`src/rtl/clk_div_pkg.sv`:
```
// clk_div_pkg: FSM encoding and ratio limits shared by the clock divider.
package clk_div_pkg;

    localparam logic [1:0] ST_OFF = 2'd0;
    localparam logic [1:0] ST_RUN = 2'd1;

    localparam int DIV_MIN = 2;

    function automatic logic div_ok(input logic [31:0] d);
        return d >= 32'(DIV_MIN);
    endfunction

endpackage

```
`src/rtl/clk_div_core.sv`:
```
// clk_div_core: period counter and dual-edge output stage.
// Odd ratios OR in a negedge copy to stretch the high phase by half a cycle.
module clk_div_core
    import clk_div_pkg::*;
#(
    parameter int CNT_W = 8
) (
    input  logic             clk,
    input  logic             rst,
    input  logic             i_run,
    input  logic [CNT_W-1:0] i_div,
    output logic             o_wrap,
    output logic             o_clk
);

    localparam logic [CNT_W-1:0] ONE = CNT_W'(1);

    logic [CNT_W-1:0] r_cnt;
    logic             r_clk_p;
    logic             r_clk_n;
    logic [CNT_W-1:0] w_half;
    logic [CNT_W-1:0] w_last;

    assign w_half = i_div >> 1;
    assign w_last = i_div - ONE;
    assign o_wrap = i_run && (r_cnt == w_last);

    always_ff @(posedge clk or posedge rst) begin
        if (rst) begin
            r_cnt   <= '0;
            r_clk_p <= 1'b0;
        end else if (!i_run) begin
            r_cnt   <= '0;
            r_clk_p <= 1'b0;
        end else begin
            r_cnt <= o_wrap ? '0 : r_cnt + ONE;
            if (r_cnt == '0) begin
                r_clk_p <= 1'b1;
            end else if (r_cnt == w_half) begin
                r_clk_p <= 1'b0;
            end
        end
    end

    always_ff @(negedge clk or posedge rst) begin
        if (rst) begin
            r_clk_n <= 1'b0;
        end else begin
            r_clk_n <= r_clk_p;
        end
    end

    // Ratio only changes at a wrap, when both phases are already low.
    assign o_clk = i_div[0] ? (r_clk_p | r_clk_n) : r_clk_p;

endmodule

```
`src/rtl/clk_div_ctrl.sv`:
```
// clk_div_ctrl: ratio handshake, pending register and run/stop FSM.
// Define CLK_DIV_CTRL_PERIOD_CNT_EN to add the 16-bit period_cnt output.
module clk_div_ctrl
    import clk_div_pkg::*;
#(
    parameter int CNT_W   = 8,
    parameter int DIV_RST = 5
) (
    input  logic             clk,
    input  logic             rst,
    input  logic             enable,
    input  logic [CNT_W-1:0] cfg_div,
    input  logic             cfg_valid,
    output logic             cfg_ready,
    output logic             cfg_err,
    output logic             clk_out,
    output logic [CNT_W-1:0] div_active,
    output logic             busy
`ifdef CLK_DIV_CTRL_PERIOD_CNT_EN
    ,
    output logic [15:0]      period_cnt
`endif
);

    logic [1:0]       r_state;
    logic [CNT_W-1:0] r_div;
    logic [CNT_W-1:0] r_pend;
    logic             r_busy;
    logic             r_err;

    logic w_run;
    logic w_wrap;
    logic w_fire;
    logic w_ok;
    logic w_apply;

    assign w_run   = (r_state == ST_RUN);
    assign w_fire  = cfg_valid && !r_busy;
    assign w_ok    = div_ok(32'(cfg_div));
    // Stopped divider has no boundary to wait for.
    assign w_apply = r_busy && (w_wrap || !w_run);

    always_ff @(posedge clk or posedge rst) begin
        if (rst) begin
            r_state <= ST_OFF;
        end else begin
            case (r_state)
                ST_OFF:  if (enable) r_state <= ST_RUN;
                ST_RUN:  if (w_wrap && !enable) r_state <= ST_OFF;
                default: r_state <= ST_OFF;
            endcase
        end
    end

    always_ff @(posedge clk or posedge rst) begin
        if (rst) begin
            r_div  <= CNT_W'(DIV_RST);
            r_pend <= '0;
            r_busy <= 1'b0;
            r_err  <= 1'b0;
        end else begin
            r_err <= w_fire && !w_ok;
            if (w_apply) begin
                r_div  <= r_pend;
                r_busy <= 1'b0;
            end
            if (w_fire && w_ok) begin
                r_pend <= cfg_div;
                r_busy <= 1'b1;
            end
        end
    end

    clk_div_core #(
        .CNT_W (CNT_W)
    ) u_core (
        .clk    (clk),
        .rst    (rst),
        .i_run  (w_run),
        .i_div  (r_div),
        .o_wrap (w_wrap),
        .o_clk  (clk_out)
    );

`ifdef CLK_DIV_CTRL_PERIOD_CNT_EN
    logic [15:0] r_period;

    always_ff @(posedge clk or posedge rst) begin
        if (rst) begin
            r_period <= '0;
        end else if (w_wrap) begin
            r_period <= r_period + 16'd1;
        end
    end

    assign period_cnt = r_period;
`endif

    assign cfg_ready  = !r_busy;
    assign cfg_err    = r_err;
    assign div_active = r_div;
    assign busy       = r_busy;

endmodule

```
`config.mk`:
```
export PLATFORM = sky130hd
export DESIGN_NAME = clk_div_ctrl
export DESIGN_NICKNAME = d
export VERILOG_FILES = /design/src/rtl/clk_div_pkg.sv /design/src/rtl/clk_div_core.sv /design/src/rtl/clk_div_ctrl.sv
export SDC_FILE = /design/constraint.sdc
export NUM_CORES = 1
export LEC_CHECK = 0
export ABC_CLOCK_PERIOD_IN_PS = 7300
export BUFFER_PORTS_ARGS = -buffer_cell sky130_fd_sc_hd__clkbuf_2
export CAP_MARGIN = 10
export CORE_MARGIN = 3
export CORE_UTILIZATION = 50
export CTS_BUF_LIST = sky130_fd_sc_hd__clkbuf_8 sky130_fd_sc_hd__clkbuf_16
export DETAILED_ROUTE_END_ITERATION = 8
export PLACE_DENSITY_LB_ADDON = 0.15
export SYNTH_ARGS = -nofsm -noshare
export SYNTH_HDL_FRONTEND = slang
export SYNTH_SLANG_ARGS = --single-unit
```
`constraint.sdc`:
```
create_clock -name clk -period 7.3 [get_ports clk]
set_clock_uncertainty 0.05 [all_clocks]
set_input_delay 0 -clock clk [delete_from_list [all_inputs] [get_ports clk]]
set_output_delay 0 -clock clk [all_outputs]
set_load 0.005 [all_outputs]
```
==> impl_metrics.prom <==
# TYPE chip_impl_metric gauge
chip_impl_metric{name="synthToLayoutAreaGrowth",unit="%"} 24.4
chip_impl_metric{name="post_drt_antenna_nets",unit=""} 0
chip_impl_metric{name="antenna_cells",unit=""} 0
chip_impl_metric{name="synth_simple_gate_area_share",unit="%"} 15.3
chip_impl_metric{name="gr_util_all_layers",unit="%"} 18.9
chip_impl_metric{name="synth-seq-cells",unit=""} 29
chip_impl_metric{name="tns",unit="ns"} 0
chip_impl_metric{name="total_power_consumption_of_the_routed_design",unit="mW"} 0.339
chip_impl_metric{name="placed_area",unit="mm²"} 0.00165
chip_impl_metric{name="num_vias",unit=""} 1092
chip_impl_info{name="worstHoldPathType",value="in -> async"} 1
chip_impl_metric{name="synthesis.area_per_instance",unit="µm²"} 11.0
chip_impl_metric{name="max_slew.worst_pin.slew",unit="ns"} 0.686
chip_impl_metric{name="rows",unit=""} 19
chip_impl_metric{name="hold_violations",unit=""} 0
chip_impl_info{name="grt_setup_unrepaired",value="false"} 1
chip_impl_metric{name="fp.dieW",unit="µm"} 60.9
chip_impl_metric{name="grt.met2_usage",unit="%"} 30.1
chip_impl_metric{name="post_synth_xor_area_fraction",unit="%"} 12.2
chip_impl_metric{name="postSynthCellCount",unit=""} 137
chip_impl_metric{name="worst_skew_pair.late_latency",unit="ns"} 0.28
chip_impl_metric{name="max-cap-violations",unit=""} 0
chip_impl_metric{name="crit_fanout",unit=""} 1
chip_impl_metric{name="drt-pass1-iter-count",unit=""} 2
chip_impl_metric{name="drive_gt1_share",unit="%"} 26.4
chip_impl_metric{name="gp_routability_congestion",unit=""} 0.838
chip_impl_metric{name="cts-resized-gates",unit=""} 0
chip_impl_metric{name="port-buffer-count",unit=""} 23
chip_impl_metric{name="max-slew-margin-rel",unit="%"} 54.1
chip_impl_metric{name="grt_antenna_before_repair",unit=""} 0
chip_impl_metric{name="synth_seq_area_share",unit="%"} 48.3
chip_impl_info{name="run_status",value="finished, final reports clean"} 1
chip_impl_metric{name="worst-endpoint-arrival",unit="ns"} 4.52
chip_impl_metric{name="synth.distinct_cells",unit=""} 36
chip_impl_info{name="criticalPathCategory",value="reg -> out"} 1
chip_impl_metric{name="yosys_warnings",unit=""} 0
chip_impl_metric{name="initialDrtViolationCount",unit=""} 22
chip_impl_metric{name="cts_max_level",unit=""} 2
chip_impl_metric{name="clock_tree_sinks",unit=""} 29
chip_impl_metric{name="cts.clk_slew.worst_paths",unit="ns"} 0.06
chip_impl_metric{name="design.final.nets",unit=""} 188
chip_impl_metric{name="fp.dieH",unit="µm"} 60.9
chip_impl_metric{name="setup_viol",unit=""} 0
chip_impl_metric{name="pin_count_of_the_biggest_net_entering_global_routing",unit=""} 30
chip_impl_metric{name="nFillCells",unit=""} 227
chip_impl_info{name="combinational_family_with_the_most_area_after_synthesis",value="simple AND/OR/NAND/NOR gates"} 1
chip_impl_metric{name="post_synth_fa_ha_maj_area_fraction",unit="%"} 2.49
chip_impl_metric{name="post_drt_wl_per_cell",unit="µm"} 14.4
chip_impl_metric{name="post_cts_repair_timing_setup_buffer_count",unit=""} 0
chip_impl_metric{name="cp_data_required_time",unit="ns"} 7.25
chip_impl_metric{name="multiInputGateArea",unit="µm²"} 723
chip_impl_metric{name="detailedPlacementHpwl",unit="µm"} 2170
chip_impl_info{name="tritoncts_clock_tree",value="yes"} 1
chip_impl_metric{name="power_per_cell_area",unit="mW/mm²"} 181
chip_impl_info{name="critical_path.endpoint_type",value="output port"} 1
chip_impl_metric{name="wire_length_of_the_first_global_routing_pass",unit="µm"} 5010
chip_impl_metric{name="globalRouteOverflowTotal",unit=""} 0
chip_impl_info{name="gr-max-usage-layer",value="met2"} 1
chip_impl_metric{name="floorplan.initialDensity",unit="%"} 53.8
chip_impl_metric{name="route.final.wire_length",unit="µm"} 2950
chip_impl_metric{name="floorplan.die_area",unit="mm²"} 0.00371
chip_impl_metric{name="final_cell_area",unit="mm²"} 0.00188
chip_impl_metric{name="seqCellArea",unit="µm²"} 728
chip_impl_metric{name="post_synthesis_net_count",unit=""} 152
chip_impl_metric{name="met1_grt_util",unit="%"} 24.6
chip_impl_metric{name="groute.layer.met3.usage",unit="%"} 4.26
chip_impl_metric{name="report.final.slew_viol_count",unit=""} 0
chip_impl_metric{name="numCtsBuffers",unit=""} 5
chip_impl_metric{name="worst_ir_drop_vdd",unit="V"} 0.000185
chip_impl_metric{name="cts_max_path_buffers",unit=""} 2
chip_impl_metric{name="fp.coreArea",unit="mm²"} 0.00281
chip_impl_metric{name="ioPinCount",unit=""} 24
chip_impl_metric{name="post-route-drc-count",unit=""} 0
chip_impl_metric{name="synth_compound_area_share",unit="%"} 5.97
chip_impl_metric{name="grt_pass1_vias",unit=""} 1078
chip_impl_info{name="root_buffer",value="sky130_fd_sc_hd__clkbuf_8"} 1
chip_impl_metric{name="mappedNetlistArea",unit="mm²"} 0.00151
chip_impl_metric{name="avgViaCountPerCell",unit=""} 5.33
chip_impl_info{name="cp-start-kind",value="flop"} 1
chip_impl_metric{name="leakagePower",unit="nW"} 0.907
chip_impl_metric{name="synthMuxAreaShare",unit="%"} 11.9
stage by stage:
| step | utilization [%] | setup slack (ns) | cells | hold WS [ns] |
|---|---|---|---|---|
| floorplan | - | 3.08 | 137 | 0.0266 |
| global placement | 58.8 | 3.03 | 186 | 0.00929 |
| detailed placement | 58.8 | 3.02 | 186 | 0.0157 |
| CTS | 66.9 | 2.72 | 205 | 0.269 |
| global route | 66.9 | 2.68 | 205 | 0.295 |
| finish | 66.9 | 2.73 | 205 | 0.267 |
flip-flops by register name, indices dropped and copies added, names as in the netlist:
register / flops
div_active: 8
u_core.r_cnt: 8
busy: 1
u_core.r_clk_p: 1
r_state: 1
cfg_err: 1
r_pend: 8
u_core.r_clk_n: 1
area by class of cell:
type                    instances  area share [%]
flip-flops and latches         29            38.8
multi-input cells              93            38.5
repair buffers                 36            12.8
clock buffers                   6            4.40
well taps                      31            2.07
clock inverters                 2            1.80
inverters                       8            1.60
layout by cell type (no fill, tap or decap), types with 2 or more instances in the layout:
cell type / n
sky130_fd_sc_hd__clkbuf_8: 6
sky130_fd_sc_hd__nand2b_1: 4
sky130_fd_sc_hd__or4_1: 3
sky130_fd_sc_hd__xor2_1: 10
sky130_fd_sc_hd__dfstp_2: 2
sky130_fd_sc_hd__nor2_1: 12
sky130_fd_sc_hd__mux2_1: 8
sky130_fd_sc_hd__and3_1: 2
sky130_fd_sc_hd__buf_4: 2
sky130_fd_sc_hd__a21o_1: 2
sky130_fd_sc_hd__nand3_1: 4
sky130_fd_sc_hd__xnor2_1: 11
sky130_fd_sc_hd__dfrtp_1: 26
sky130_fd_sc_hd__mux2_2: 8
sky130_fd_sc_hd__ha_1: 3
sky130_fd_sc_hd__inv_1: 9
sky130_fd_sc_hd__clkbuf_2: 23
sky130_fd_sc_hd__nand2_1: 4
sky130_fd_sc_hd__nor3_1: 5
sky130_fd_sc_hd__dlygate4sd3_1: 11
where the power goes:
part           switching, mW  internal, mW
sequential                 0         0.161
clock                 0.0569         0.110
combinational        0.00522       0.00648
Yosys cell counts (all sizes together):
library cell / instances / share of area, %
dfrtp: 26 / 43
nand3: 4 / 1.3
a21o: 2 / 0.99
and4: 1 / 0.58
nor4: 1 / 0.41
o41ai: 1 / 1.1
xor2: 10 / 5.8
or4: 3 / 1.5
nor2: 12 / 3.0
o22ai: 1 / 0.41
a221oi: 1 / 0.58
mux2: 16 / 12
a21boi: 1 / 0.50
nor4b: 1 / 0.58
buf: 1 / 0.33
o211ai: 1 / 0.50
xnor2: 11 / 6.4
or2: 1 / 0.41
nand2b: 4 / 1.7
ha: 3 / 2.5
o21ai: 1 / 0.33
clkbuf: 6 / 1.5
dfstp: 2 / 3.5
a2111oi: 1 / 0.99
nand3b: 1 / 0.50
nand4: 1 / 0.41
a32oi: 1 / 0.58
nand2: 5 / 1.4
or3b: 1 / 0.58
nor3: 5 / 1.7
inv: 8 / 2.0
and3: 2 / 0.83
nor3b: 1 / 0.50
dfrtn: 1 / 1.7
final timing paths:
kind	cells past startpoint	slack, ns	from	end
max in group asynchronous	4	3.11	rst	u_core.r_clk_n
worst min-delay path	4	0.27	rst	cfg_err
worst max register to register	0	3.06	u_core.r_clk_p	u_core.r_clk_n
worst max-delay path	2	2.73	u_core.r_clk_n	clk_out
min in group clk	3	0.41	enable	r_state[0]
worst min register to register	1	0.43	r_pend[6]	div_active[6]
per-layer routing:
layer | up-vias | routed length [µm]
met5 | - | 0
met4 | 0 | 35
met3 | 3 | 108
met2 | 20 | 1440
met1 | 528 | 1370
li1 | 541 | -
kinds of logic after synthesis:
group | Yosys count
buf+inv | 15
simple gates | 43
mux | 16
compound gates | 10
xor+xnor | 21
fa+ha+maj | 3
flops | 29
worst max-delay path: stages, from the launching register on:
cell and delay, ns:
sky130_fd_sc_hd__dfrtn_1 0.32, sky130_fd_sc_hd__a21o_1 0.17, sky130_fd_sc_hd__clkbuf_2 0.10
what timing repair did:
action	4_1_cts	5_1_grt
endpoints found under the hold margin	37	0
hold buffers	11	0
endpoints found under the setup margin	0	0
(Power assumes the default switching activity.)
